==> config.mk <==
export PLATFORM = sky130hd
export DESIGN_NAME = ir_nec_transmitter_flat
export DESIGN_NICKNAME = d
export VERILOG_FILES = /design/src/rtl/ir_nec_transmitter_if.sv /design/src/rtl/ir_nec_transmitter.sv /design/src/flat_wrapper.sv
export SDC_FILE = /design/constraint.sdc
export NUM_CORES = 1
export LEC_CHECK = 0
export CORE_UTILIZATION = 50
export CTS_BUF_LIST = sky130_fd_sc_hd__clkbuf_2
export DETAILED_ROUTE_END_ITERATION = 10
export PLACE_DENSITY = 0.7
export SYNTH_ARGS = -nofsm -noshare
export SYNTH_HDL_FRONTEND = slang
export SYNTH_SLANG_ARGS = --single-unit
==> constraint.sdc <==
create_clock -name clk -period 3.3 [get_ports clk]
set_input_delay 0.825 -clock clk [delete_from_list [all_inputs] [get_ports clk]]
set_output_delay 0.825 -clock clk [all_outputs]
set_load 0.1 [all_outputs]
==> src/rtl/ir_nec_transmitter_if.sv <==
// rtl/ir_nec_transmitter_if.sv - frame request and status bundle for the NEC IR transmitter
interface ir_nec_transmitter_if;
  logic       start;
  logic [7:0] address;
  logic [7:0] command;
  logic       busy;
  logic       done;

  modport master (
    output start,
    output address,
    output command,
    input  busy,
    input  done
  );

  modport slave (
    input  start,
    input  address,
    input  command,
    output busy,
    output done
  );
endinterface

==> src/rtl/ir_nec_transmitter.sv <==
// rtl/ir_nec_transmitter.sv - NEC IR frame encoder modulating an external ~38 kHz carrier
// All frame timing is counted in synchronised carrier rising edges, so a stalled carrier freezes the frame.
module ir_nec_transmitter #(
  parameter int UNIT_CYCLES        = 21,
  parameter int LEADER_MARK_UNITS  = 16,
  parameter int LEADER_SPACE_UNITS = 8,
  parameter int ONE_SPACE_UNITS    = 3,
  parameter int CNT_W              = 9
) (
  input  logic                    clk,
  input  logic                    reset,
  input  logic                    carrier_in,
  ir_nec_transmitter_if.slave     ctrl,
  output logic                    ir_out
);

  localparam logic [CNT_W-1:0] UNIT_LAST         = CNT_W'(UNIT_CYCLES - 1);
  localparam logic [CNT_W-1:0] LEADER_MARK_LAST  = CNT_W'(LEADER_MARK_UNITS * UNIT_CYCLES - 1);
  localparam logic [CNT_W-1:0] LEADER_SPACE_LAST = CNT_W'(LEADER_SPACE_UNITS * UNIT_CYCLES - 1);
  localparam logic [CNT_W-1:0] ONE_SPACE_LAST    = CNT_W'(ONE_SPACE_UNITS * UNIT_CYCLES - 1);

  typedef enum logic [2:0] {
    IDLE,
    LEADER_MARK,
    LEADER_SPACE,
    BIT_MARK,
    BIT_SPACE,
    STOP_MARK
  } state_t;

  state_t           state;
  state_t           state_n;
  logic             carrier_meta;
  logic             carrier_sync;
  logic             carrier_prev;
  logic             tick;
  logic [CNT_W-1:0] tick_cnt;
  logic [CNT_W-1:0] cnt_n;
  logic [CNT_W-1:0] last_cnt;
  logic [31:0]      shift;
  logic [31:0]      shift_n;
  logic [4:0]       bit_idx;
  logic [4:0]       idx_n;
  logic             done_n;
  logic             busy_q;
  logic             done_q;
  logic             ir_q;
  logic             is_mark;

  assign tick    = carrier_sync & ~carrier_prev;
  assign is_mark = (state == LEADER_MARK) || (state == BIT_MARK) || (state == STOP_MARK);

  always_ff @(posedge clk or negedge reset) begin
    if (!reset) begin
      carrier_meta <= 1'b0;
      carrier_sync <= 1'b0;
      carrier_prev <= 1'b0;
    end else begin
      carrier_meta <= carrier_in;
      carrier_sync <= carrier_meta;
      carrier_prev <= carrier_sync;
    end
  end

  always_comb begin
    last_cnt = UNIT_LAST;
    case (state)
      LEADER_MARK:  last_cnt = LEADER_MARK_LAST;
      LEADER_SPACE: last_cnt = LEADER_SPACE_LAST;
      BIT_SPACE:    last_cnt = shift[0] ? ONE_SPACE_LAST : UNIT_LAST;
      default:      last_cnt = UNIT_LAST;
    endcase
  end

  always_comb begin
    state_n = state;
    cnt_n   = tick_cnt;
    shift_n = shift;
    idx_n   = bit_idx;
    done_n  = 1'b0;
    if (state == IDLE) begin
      if (ctrl.start) begin
        shift_n = {~ctrl.command, ctrl.command, ~ctrl.address, ctrl.address};
        idx_n   = 5'd0;
        cnt_n   = '0;
        state_n = LEADER_MARK;
      end
    end else if (tick) begin
      if (tick_cnt == last_cnt) begin
        cnt_n = '0;
        case (state)
          LEADER_MARK:  state_n = LEADER_SPACE;
          LEADER_SPACE: state_n = BIT_MARK;
          BIT_MARK:     state_n = BIT_SPACE;
          BIT_SPACE: begin
            if (bit_idx == 5'd31) begin
              state_n = STOP_MARK;
            end else begin
              state_n = BIT_MARK;
              shift_n = shift >> 1;
              idx_n   = bit_idx + 5'd1;
            end
          end
          STOP_MARK: begin
            state_n = IDLE;
            done_n  = 1'b1;
          end
          default: state_n = IDLE;
        endcase
      end else begin
        cnt_n = tick_cnt + 1'b1;
      end
    end
  end

  // ir_out gates the delayed carrier copy, so a pulse whose rising tick ends a mark never starts.
  always_ff @(posedge clk or negedge reset) begin
    if (!reset) begin
      state    <= IDLE;
      tick_cnt <= '0;
      shift    <= '0;
      bit_idx  <= '0;
      busy_q   <= 1'b0;
      done_q   <= 1'b0;
      ir_q     <= 1'b0;
    end else begin
      state    <= state_n;
      tick_cnt <= cnt_n;
      shift    <= shift_n;
      bit_idx  <= idx_n;
      busy_q   <= (state_n != IDLE);
      done_q   <= done_n;
      ir_q     <= carrier_prev & is_mark;
    end
  end

  assign ctrl.busy = busy_q;
  assign ctrl.done = done_q;
  assign ir_out    = ir_q;

endmodule

==> src/flat_wrapper.sv <==
// flat-port wrapper written by rule: the top's interface ports become plain ports
module ir_nec_transmitter_flat 
#(
  parameter int UNIT_CYCLES        = 21,
  parameter int LEADER_MARK_UNITS  = 16,
  parameter int LEADER_SPACE_UNITS = 8,
  parameter int ONE_SPACE_UNITS    = 3,
  parameter int CNT_W              = 9
)
  (clk, reset, carrier_in, ir_out, ctrl_start, ctrl_address, ctrl_command, ctrl_busy, ctrl_done);
  ir_nec_transmitter_if ctrl_i ();
  input  logic clk;
  input  logic reset;
  input  logic carrier_in;
  output logic ir_out;
  input wire logic [$bits(ctrl_i.start)-1:0] ctrl_start;
  input wire logic [$bits(ctrl_i.address)-1:0] ctrl_address;
  input wire logic [$bits(ctrl_i.command)-1:0] ctrl_command;
  output wire logic [$bits(ctrl_i.busy)-1:0] ctrl_busy;
  output wire logic [$bits(ctrl_i.done)-1:0] ctrl_done;
  assign ctrl_i.start = ctrl_start;
  assign ctrl_i.address = ctrl_address;
  assign ctrl_i.command = ctrl_command;
  assign ctrl_busy = ctrl_i.busy;
  assign ctrl_done = ctrl_i.done;
  ir_nec_transmitter #(.UNIT_CYCLES(UNIT_CYCLES), .LEADER_MARK_UNITS(LEADER_MARK_UNITS), .LEADER_SPACE_UNITS(LEADER_SPACE_UNITS), .ONE_SPACE_UNITS(ONE_SPACE_UNITS), .CNT_W(CNT_W)) u_core (.clk(clk), .reset(reset), .carrier_in(carrier_in), .ctrl(ctrl_i), .ir_out(ir_out));
endmodule
# Word level (Yosys, flattened, before mapping)
# Index checks and enable logic that the tools add are counted.
[op_classes]
add_sub_neg = 2
n_eq_ne = 9
muxes = 28
n_bitwise = 5
n_reduce_logical = 9
[ops]
columns = ["operator", "n"]
rows = [
  ["$mux W32", 6],
  ["$mux W9", 4],
  ["$mux W5", 6],
  ["$pmux W9 S3", 1],
  ["$not A8 Y8", 2],
  ["$mux W3", 5],
  ["$pmux W3 S4", 1],
  ["$add A9 B1 Y9 const B", 1],
  ["$eq A9 B9 Y1", 1],
  ["$eq A3 B2 Y1 const B", 2],
  ["$eq A3 B3 Y1 const B", 2],
  ["$mux W6", 1],
  ["$reduce_bool A2 Y1", 3],
  ["$add A5 B1 Y5 const B", 1],
  ["$eq A5 B5 Y1 const B", 1],
  ["$reduce_and A5 Y1", 1],
  ["$mux W1", 4],
  ["$eq A3 B1 Y1 const B", 1],
  ["$logic_not A3 Y1", 1],
  ["$reduce_bool A3 Y1", 1],
  ["$and A1 B1 Y1", 2],
  ["$logic_or A1 B1 Y1", 2],
  ["$ne A2 B1 Y1 const B", 1],
  ["$ne A2 B2 Y1 const B", 1],
  ["2 further kinds", 2],
]
[totals]
reg_bits = 55
in_bits = 20
out_inout_bits = 3

# Depth between registers and ports, before layout
# Gate-level depths: netlist of the first run.
[logic_depth]
ltp_word = 7
ltp_mapped = 9

# Worst setup path after synthesis of the first run
# No wires, ideal clock.
[synth_path]
path_type = "flip-flop to flip-flop"
startpoint = "register u_core.bit_idx[0]"
endpoint = "register u_core.shift[0]"
t_arrival_ns = 2.202
required_ns = 3.173
slack_ns = 0.971
stages_incl_launch_ff = 9
n_path_buf = 1
cell_sequence = "dfrtp_1 ha_1 and3_1 ha_1 nor4_1 nand3_4 nand2_2 buf_6 mux2_1"
[synth_via]
elab_chain_cells = 3
[synth_rtl]
columns = ["element", "line", "rtl"]
rows = [
  ["start: declaration", "ir_nec_transmitter.sv:42", "logic [4:0] bit_idx;"],
  ["start signal: assignment", "ir_nec_transmitter.sv:130", "bit_idx <= idx_n;"],
  ["$eq A5 B5 Y1", "ir_nec_transmitter.sv:96", "if (bit_idx == 5'd31) begin"],
  ["$ne A2 B1 Y1 (no source line)", "-", ""],
  ["$reduce_and A5 Y1 (no source line)", "-", ""],
  ["end signal: assignment", "ir_nec_transmitter.sv:129", "shift <= shift_n;"],
  ["end: declaration", "ir_nec_transmitter.sv:40", "logic [31:0] shift;"],
]
# Every way passes these cells.
# A chain may end at the register's enable or synchronous reset.

# Worst setup path after layout of the first run
[layout_path]
startpoint = "register u_core.state[2]"
endpoint = "register u_core.shift[13]"
[layout_via]
elab_chain_cells = 5
[layout_rtl]
columns = ["element", "line", "rtl"]
rows = [
  ["start: declaration", "ir_nec_transmitter.sv:31", "state_t state;"],
  ["start signal: assignment", "ir_nec_transmitter.sv:127", "state <= state_n;"],
  ["$eq A3 B3 Y1, or another cell as far along", "ir_nec_transmitter.sv:67, ir_nec_transmitter.sv:91", ""],
  ["$pmux W9 S3", "ir_nec_transmitter.sv:67", "case (state)"],
  ["$eq A9 B9 Y1", "ir_nec_transmitter.sv:89", "if (tick_cnt == last_cnt) begin"],
  ["$reduce_bool A2 Y1 (no source line)", "-", ""],
  ["$reduce_and A5 Y1 (no source line)", "-", ""],
]
# Parallel ways exist; a longest one is shown, timed or not.

==> summary.md, run 1 <==
| Metric | Value |
|---|---|
| Status | `finished, final reports clean` |
| Wirelength per Cell | `around 14 µm` |
| Setup Fix Bufs, Post-CTS | `0` |
| Overall Power | `1.21 mW` |
| Seq/Total Area, Yosys | `0.470` |
| Logic gate share of total power | `0.107` |
| Clock insertion delay at the later pin of the skew report | `roughly 0.46 ns` |
| DRC errors left | `0` |
| Unique cell type count in the Yosys netlist | `50` |
| Worst setup EP type | `flip-flop` |
| Total Routing Usage GR | `0.205` |
| Slowest CP cell | `dfrtp_1` |
| Vias in the first global route | `2078` |
| Synth warn | `0` |
| Share of layout cells above drive strength 1 | `0.0795` |
| Post_cts resized | `0` |
| Hold WS | `0.289 ns` |
| Routability cong. | `~0.92` |
| Die Span X | `78.6 µm` |
| 1st-pass router iterations | `4` |
| RSZ-0062 raised after global routing | `false` |
| Slew @ Worst Pin | `0.671 ns` |
| Setup slack after layout | `0.453 ns` |
| Most common cell in the netlist | `nand2_1` |
| Clk sink count | `between 50 and 60` |
| Total clock buffers created by CTS | `5` |
| Dominant synthesized flop cell | `dfrtp_1` |
| Clk buf depth | `2` |
| Fin. Hold Viols | `0` |
| Area leader, netlist | `dfrtp_1` |
| Grt ovf | `0` |
| Synthesized Nets | `329` |
| R2r startpoint | `u_core.state[2]` |
| Worst r2r dst | `u_core.shift[13]` |
| Hpwl dp | `about 3800 µm` |
| Crit start category | `flip-flop` |
| Power Density | `between 300 and 400 mW/mm²` |
| Worst hold path class | `primary input to asynchronous set/reset pin` |
| Avg Vias per Cell | `5.52` |
| Flops & latches, synth | `55` |
| CP Max Fanout | `31` |
| Initial antenna violation count | `0` |
| Clock H-tree levels | `2` |
| Largest net degree at the start of global routing | `56` |
| Worst-path clk slew | `approximately 0.3 ns` |
| VDD IR max | `0.185 mV` |
| Root Driver | `clkbuf_2` |
| Net switching power | `321 µW` |
| Number of port buffers | `22` |
| Period utilization | `0.863` |
| Drt total wl | `roughly 5600 µm` |
| Starting Density | `0.526` |
| Clk network pwr share | `0.292` |
| Achievable Freq | `0.351 GHz` |
| Worst rel slew slack | `0.549` |
| Share of power burned in registers | `0.601` |
| Vias | `2202` |
| Switching share of power | `0.265` |
| Crit path kind | `flip-flop to flip-flop` |
| Core area | `0.00557 mm²` |
| Syn avg cell area | `9.58 µm²` |
| Fin nets | `~350` |
| Syn Inst Count | `approximately 310` |
| Area grow syn2layout | `11.8%` |
| Post-route minimum period | `2.85 ns` |
| Row Count | `27` |
| CP Cell Sequence | `nor4bb_2 -> a211oi_2 -> xor2_1 -> nor3b_4 -> nand3_4 -> nand2_2 -> buf_12 -> mux2_1` |
| Die H | `between 70 and 80 µm` |
| Synth top area share | `0.470` |
| Hold Buf Count CTS | `0` |
| Filler cell count | `a little over 500` |
| Synth Cell Area | `0.00293 mm²` |
| Post-synth top cells | `nand2_1 (76), dfrtp_1 (55), o21ai_0 (31)` |
| DR iter-0 viols | `~150` |
| Flop2flop setup slack | `0.45 ns` |
| Number of flops mapped to enable cells by yosys | `0` |
| TritonCTS clock tree | `built` |
| Pre-CTS setup slack | `roughly 0.55 ns` |
| Setup TNS | `0 ns` |
| Final max-slew violation count | `0` |
| R2R depth | `8` |
| Detail Route Antenna Nets | `0` |
| Arr. time, crit path | `3.23 ns` |
| First-pass GRT wire length | `~9900 µm` |
| Antenna Cells | `0` |
| Final setup vio count | `0` |
| Cell internal pwr | `893 µW` |
| Total die area | `0.00617 mm²` |
| Largest cells by area after synthesis | `dfrtp_1 (47%), mux2_1 (12%), nand2_1 (9.7%)` |
| FFs w/ async S/R, synth | `1.00` |
| # IOs | `23` |
| CP Data Required Time | `3.68 ns` |
| Max Clock Skew | `0.0554 ns` |
| Slowest cell delay on critical path | `a little under 0.8 ns` |
| Static leakage | `1.29 nW` |
| Max Cap Viol | `0` |
## worst max-delay path by stage
stage	from	to	slack, ns	cells past startpoint
final	u_core.state[2]	u_core.shift[13]	0.45	8
after global placement	u_core.state[2]	u_core.shift[27]	0.62	8
after detailed placement	u_core.state[2]	u_core.shift[5]	0.55	8
after global routing	u_core.state[2]	u_core.shift[11]	0.24	8
after CTS	u_core.state[2]	u_core.shift[5]	0.47	8
after floorplan	u_core.bit_idx[0]	u_core.shift[0]	0.97	8
## critical path, delay by kind of cell (launching register included)
family | cells | cell delay [ns]
compound gates | 1 | 0.07
flops | 1 | 0.77
xor+xnor | 1 | 0.22
simple gates | 4 | 1.14
buf+inv | 1 | 0.21
mux | 1 | 0.35
## cells in the final DEF, fill, tap and decap left out, types with 2 or more instances in the layout
cell / n
a21oi_1: 3
a31oi_1: 4
a32o_1: 4
a32oi_1: 2
and2_1: 2
and3_1: 4
buf_12: 2
buf_4: 6
clkbuf_2: 6
clkdlybuf4s50_1: 18
dfrtp_1: 55
ha_1: 3
inv_1: 9
mux2_1: 30
nand2_1: 76
nand2b_1: 3
nand3_1: 11
nand4_1: 3
nor2_1: 8
nor2b_1: 5
nor3_1: 2
nor4_1: 2
o211ai_1: 2
o21ai_0: 31
o22ai_1: 4
or3_1: 3
xnor2_1: 2
xor2_1: 3
## flip-flops by register name (all words and copies together) (netlist names), 3 cells and up
name             flops
u_core.state         3
u_core.shift        32
u_core.tick_cnt      9
u_core.bit_idx       5
## power by group through the flow
stage | Sequential [mW] | Combinational (mW) | Clock (mW)
floorplan | 0.734 | 0.0679 | 0
global placement | 0.739 | 0.127 | 0
detailed placement | 0.739 | 0.130 | 0
CTS | 0.729 | 0.130 | 0.368
global route | 0.736 | 0.145 | 0.387
finish | 0.730 | 0.130 | 0.355
## cells by family after synthesis
| kind of cell | share of synthesized area |
|---|---|
| AOI/OAI and AO/OA | 0.118 |
| xor gates and xnor gates | 0.0149 |
| adders and majority gates | 0.0128 |
| buffers and inverters | 0.0397 |
| DFF | 0.470 |
| muxes | 0.119 |
| and+or+nand+nor | 0.225 |
## layer usage
metal,vias up,global-route usage,wire length [µm],share of wire
met5,-,0,0,0
met4,0,0.0593,60,0.011
met1,1044,0.310,2940,0.52
li1,1106,-,-,-
met2,47,0.292,2350,0.42
met3,5,0.0430,276,0.049
## per-stage QoR
step,instances,area [µm²],util
floorplan,306,2930,-
global placement,391,3210,0.576
detailed placement,391,3210,0.576
CTS,399,3280,0.588
global route,399,3280,0.588
finish,399,3280,0.588
## layout make-up
class                      instances  area, µm²  share of cell area
multi-input combinational        228       1440               0.439
sequential                        55       1380               0.420
timing repair buffer              27        270              0.0825
tap                               72       90.1              0.0275
clock inverter                     2       38.8              0.0118
inverter                           9       33.8              0.0103
clock buffer                       6       30.0             0.00916
Power figures use the tool's default switching activity.
==> inputs of run 2 (changes only) <==
--- a/config.mk
+++ b/config.mk
@@ -5,10 +5,12 @@
 export SDC_FILE = /design/constraint.sdc
 export NUM_CORES = 1
 export LEC_CHECK = 0
-export CORE_UTILIZATION = 50
+export CORE_UTILIZATION = 60
 export CTS_BUF_LIST = sky130_fd_sc_hd__clkbuf_2
 export DETAILED_ROUTE_END_ITERATION = 10
-export PLACE_DENSITY = 0.7
+export MAX_ROUTING_LAYER = met4
+export PLACE_DENSITY = 0.82
+export SKIP_CTS_REPAIR_TIMING = 1
 export SYNTH_ARGS = -nofsm -noshare
 export SYNTH_HDL_FRONTEND = slang
 export SYNTH_SLANG_ARGS = --single-unit
==> run 2 against run 1 <==
Sequential share of layout area grew 0.45 points. Sequential power is essentially flat. Worst hold slack gained 0.11 ns. Non-clock buffer count is the same. Cell area shrank 1.1%. Critical path depth is the same. First-iteration DRC count grew 2.7%. Combinational power shrank 4%. Sequential cell count is the same. Power shrank 6.0%. Die area shrank 16%. Critical endpoint is now u_core.shift[18]. Largest cell class unchanged. Largest power group unchanged.
==> summary.md, run 2 (same netlist as run 1, synthesis figures left out) <==
| Metric | Value |
|---|---|
| Max Clock Skew | `about 0.032 ns` |
| Cell internal pwr | `818 µW` |
| Logic gate share of total power | `0.109` |
| Switching share of power | `0.283` |
| Worst hold path class | `primary input to asynchronous set/reset pin` |
| Final max-slew violation count | `0` |
| Worst setup EP type | `flip-flop` |
| # IOs | `23` |
| Most frequent cells in the layout | `nand2_1 (76), dfrtp_1 (55), o21ai_0 (31)` |
| CP Data Required Time | `3.67 ns` |
| Max reg flops | `32` |
| Static leakage | `1.27 nW` |
| Routability cong. | `0.864` |
| Crit start category | `flip-flop` |
| Commonest non-fill, non-tap cell in the layout | `nand2_1` |
| Net switching power | `around 320 µW` |
| Total Routing Usage GR | `0.234` |
| Root Driver | `clkbuf_2` |
| Slew @ Worst Pin | `about 0.68 ns` |
| Fin. Hold Viols | `0` |
| Vias | `2234` |
| Vias in the first global route | `2068` |
| Share of power burned in registers | `0.638` |
| Largest net degree at the start of global routing | `56` |
| Clk network pwr share | `0.253` |
| Max Cap Viol | `0` |
| VDD IR max | `0.233 mV` |
| Initial antenna violation count | `0` |
| Wirelength per Cell | `13.6 µm` |
| Hold WS | `0.397 ns` |
| DRC errors left | `0` |
| Achievable Freq | `0.353 GHz` |
| RSZ-0062 raised after global routing | `false` |
| Biggest regs | `u_core.shift x32, u_core.tick_cnt x9, u_core.bit_idx x5` |
| M1 GR Usage | `0.326` |
| Total clock buffers created by CTS | `5` |
| Clk buf depth | `2` |
| Hpwl dp | `3690 µm` |
| Clock insertion delay at the later pin of the skew report | `0.47 ns` |
| Status | `finished, final reports clean` |
| Number of port buffers | `22` |
| Post-route minimum period | `2.83 ns` |
| CP Max Fanout | `31` |
| Placement Cell Area | `0.00319 mm²` |
| Setup TNS | `0 ns` |
| Pre-CTS setup slack | `approximately 0.57 ns` |
| Share of layout cells above drive strength 1 | `0.0795` |
| 1st-pass router iterations | `4` |
| Die Span X | `71.9 µm` |
| Core area | `0.00472 mm²` |
| Total die area | `0.00517 mm²` |
| Grt ovf | `0` |
| Setup slack after layout | `0.470 ns` |
| TritonCTS clock tree | `built` |
| Arr. time, crit path | `~3.2 ns` |
| Final core occ | `0.686` |
| Post-route design area | `0.00324 mm²` |
| Period utilization | `0.858` |
| Die H | `71.9 µm` |
| Clock H-tree levels | `2` |
| Row Count | `25` |
| Clk sink count | `55` |
| First-pass GRT wire length | `9250 µm` |
| Starting Density | `0.620` |
| Area grow syn2layout | `10.6%` |
| Most flop-heavy register | `u_core.shift` |
| Gr busiest metal | `met2` |
| Crit path kind | `flip-flop to flip-flop` |
| Detail Route Antenna Nets | `0` |
| Antenna Cells | `0` |
| Worst rel slew slack | `0.549` |
| GR met2 Demand/Resource | `0.351` |
| Worst-path clk slew | `around 0.31 ns` |
| Power Density | `about 350 mW/mm²` |
| Avg Vias per Cell | `roughly 5.7` |
| Grt met3 use | `0.0464` |
| Final setup vio count | `0` |
| DR iter-0 viols | `153` |
| Fin nets | `349` |
| Drt total wl | `roughly 5400 µm` |
## run 2: changes by cell type in the layout (fill, tap and decap cells not counted), sizes merged
cell	delta
clkbuf	-1
clkinvlp	+1
bufinv	-1
inv	+1
## run 2: cell type report
| cell class | instances | area, µm² |
|---|---|---|
| well taps | 67 | 83.8 |
| clock buffers | 5 | 25.0 |
| repair buffers | 27 | 258 |
| flip-flops and latches | 55 | 1380 |
| inverters | 9 | 33.8 |
| fillers | 368 | 1480 |
| clock inverters | 3 | 27.5 |
| multi-input cells | 228 | 1440 |
## run 2: power by group through the flow
stage	Sequential, mW	Clock [mW]	Combinational (mW)
after floorplan	0.734	0	0.0679
after global placement	0.737	0	0.123
after detailed placement	0.738	0	0.126
after CTS	0.727	0.303	0.126
after global routing	0.733	0.326	0.138
final	0.728	0.288	0.125
## run 2: metrics by stage
step | power, mW | std cells
after floorplan | 0.802 | 306
after global placement | 0.860 | 386
after detailed placement | 0.863 | 386
after CTS | 1.16 | 394
after global routing | 1.20 | 394
final | 1.14 | 394
## run 2: worst paths after layout
check | endpoint | slack [ns] | from | cells after the start
setup / recovery | u_core.shift[18] | 0.47 | u_core.state[2] | 8
hold / removal | u_core.shift[4] | 0.40 | reset | 2
setup reg to reg | u_core.shift[18] | 0.47 | u_core.state[2] | 8
hold reg to reg | u_core.carrier_sync | 0.40 | u_core.carrier_meta | 0
max in group asynchronous | u_core.tick_cnt[1] | 2.41 | reset | 2
min in group clk | u_core.carrier_sync | 0.40 | u_core.carrier_meta | 0
## run 2: routing by layer
| layer | wire (µm) | share of wire |
|---|---|---|
| met1 | 2610 | 0.49 |
| met3 | 208 | 0.039 |
| met4 | 51 | 0.0095 |
| met5 | 0 | 0 |
| met2 | 2500 | 0.46 |
## run 2: worst max-delay path, stage by stage, from the launching register on
cell and delay (ns):
dfrtp_1 0.77, nor4bb_2 0.49, a211oi_2 0.07, xor2_1 0.21
nor3b_4 0.34, nand3_4 0.17, nand2_2 0.13, buf_12 0.21
mux2_1 0.35
==> inputs of run 3 (changes only) <==
--- a/config.mk
+++ b/config.mk
@@ -5,6 +5,7 @@
 export SDC_FILE = /design/constraint.sdc
 export NUM_CORES = 1
 export LEC_CHECK = 0
+export CORE_MARGIN = 8
 export CORE_UTILIZATION = 60
 export CTS_BUF_LIST = sky130_fd_sc_hd__clkbuf_2
 export DETAILED_ROUTE_END_ITERATION = 10
==> run 3 against run 2 <==
Sequential share of layout area is essentially flat. Global-route usage fell by 5.8 points. Final cell count unchanged. Core utilization barely moved. Combinational power is essentially flat. Sequential power up 0.5%. Cell area is essentially flat. Critical path depth unchanged. Worst setup slack better by 0.052 ns. Critical path type unchanged. Critical endpoint is now u_core.shift[30]. Largest cell class unchanged. Highest routed layer unchanged.
==> summary.md, run 3 (same netlist as run 1, synthesis figures left out) <==
| Metric | Value |
|---|---|
| Period utilization | `0.842` |
| Final core occ | `0.686` |
| Worst hold path class | `primary input to asynchronous set/reset pin` |
| Fin nets | `349` |
| Final setup vio count | `0` |
| Row Count | `25` |
| Number of port buffers | `22` |
| Antenna Cells | `0` |
| Worst-path clk slew | `approximately 0.28 ns` |
| Post-route design area | `about 0.0032 mm²` |
| Clk sink count | `55` |
| Arr. time, crit path | `3.15 ns` |
| Slew @ Worst Pin | `roughly 0.60 ns` |
| Crit path kind | `flip-flop to flip-flop` |
| Achievable Freq | `0.360 GHz` |
| Post-route minimum period | `approximately 2.8 ns` |
| Power Density | `354 mW/mm²` |
| Max reg flops | `32` |
| Biggest regs | `u_core.shift x32, u_core.tick_cnt x9, u_core.bit_idx x5` |
| Initial antenna violation count | `0` |
| Starting Density | `0.620` |
| Vias in the first global route | `approximately 2300` |
| Setup TNS | `0 ns` |
| Max Cap Viol | `0` |
| Static leakage | `~1.3 nW` |
| Die H | `85.9 µm` |
| TritonCTS clock tree | `built` |
| Drt total wl | `5830 µm` |
| Total Routing Usage GR | `0.176` |
| Die Span X | `about 86 µm` |
| DR iter-0 viols | `124` |
| CP Data Required Time | `3.68 ns` |
| Total clock buffers created by CTS | `5` |
| Max Clock Skew | `0.0304 ns` |
| Clk buf depth | `2` |
| Area grow syn2layout | `10.6%` |
| Worst setup EP type | `flip-flop` |
| Status | `finished, final reports clean` |
| Pre-CTS setup slack | `0.585 ns` |
| R2r startpoint | `u_core.state[2]` |
| Hold WS | `0.252 ns` |
| 1st-pass router iterations | `4` |
| Detail Route Antenna Nets | `0` |
| R2R depth | `8` |
| Placement Cell Area | `roughly 0.0032 mm²` |
| Share of layout cells above drive strength 1 | `0.0795` |
| Crit start category | `flip-flop` |
| Clock H-tree levels | `2` |
| Routability cong. | `0.920` |
| Wirelength per Cell | `14.8 µm` |
| VDD IR max | `0.243 mV` |
| Worst rel slew slack | `0.597` |
| Largest net degree at the start of global routing | `47` |
| Core area | `0.00472 mm²` |
| First-pass GRT wire length | `~10000 µm` |
| Setup slack after layout | `0.522 ns` |
| Most flop-heavy register | `u_core.shift` |
| Vias | `2241` |
| Final max-slew violation count | `0` |
| Avg Vias per Cell | `5.69` |
| Root Driver | `clkbuf_2` |
| Fin. Hold Viols | `0` |
| Clock insertion delay at the later pin of the skew report | `0.47 ns` |
| # IOs | `23` |
| Total die area | `0.00738 mm²` |
| Worst r2r dst | `u_core.shift[30]` |
| CP Max Fanout | `31` |
| DRC errors left | `0` |
| Most frequent cells in the layout | `nand2_1 (76), dfrtp_1 (55), o21ai_0 (31)` |
| Hpwl dp | `4160 µm` |
| RSZ-0062 raised after global routing | `false` |
| Flop2flop setup slack | `0.52 ns` |
| Commonest non-fill, non-tap cell in the layout | `nand2_1` |
| Grt ovf | `0` |
## run 3: power by group
part | total (mW) | switching, mW | internal (mW)
registers | 0.732 | 0.0366 | 0.695
logic | 0.126 | 0.0637 | 0.0621
clock network | 0.288 | 0.228 | 0.0605
## run 3: per-layer routing
layer / share of wire / up-vias / track usage
met5: 0 / - / -
met4: 0.013 / 0 / 0.0494
met3: 0.039 / 9 / 0.0287
met2: 0.47 / 52 / 0.276
met1: 0.47 / 1073 / 0.230
li1: - / 1107 / -
## run 3: cell type report
| type | instances | area [µm²] |
|---|---|---|
| Multi-Input combinational cell | 228 | 1440 |
| Tap cell | 67 | 83.8 |
| Clock inverter | 3 | 26.3 |
| Fill cell | 408 | 1480 |
| Timing Repair Buffer | 27 | 258 |
| Sequential cell | 55 | 1380 |
| Clock buffer | 5 | 25.0 |
| Inverter | 9 | 33.8 |
## run 3: how the worst max path moves through the flow
stage | slack [ns] | from | to | cells past startpoint
finish | 0.52 | u_core.state[2] | u_core.shift[30] | 8
global route | 0.33 | u_core.state[2] | u_core.shift[11] | 8
CTS | 0.56 | u_core.state[2] | u_core.shift[30] | 8
detailed placement | 0.58 | u_core.state[2] | u_core.shift[7] | 8
global placement | 0.67 | u_core.state[2] | u_core.shift[27] | 8
floorplan | 0.97 | u_core.bit_idx[0] | u_core.shift[0] | 8
## run 3: stage by stage
stage,cells,power (mW)
4_1_cts,394,1.15
3_3_place_gp,386,0.861
6_report,394,1.15
3_5_place_dp,386,0.869
5_1_grt,394,1.20
2_1_floorplan,306,0.802
## run 3: worst max-delay path, cell delays in order, from the launching register on
cell and delay, ns:
dfrtp_1 0.77, nor4bb_2 0.47, a211oi_2 0.07, xor2_1 0.19, nor3b_4 0.32, nand3_4 0.17, nand2_2 0.13, buf_12 0.20
mux2_1 0.35
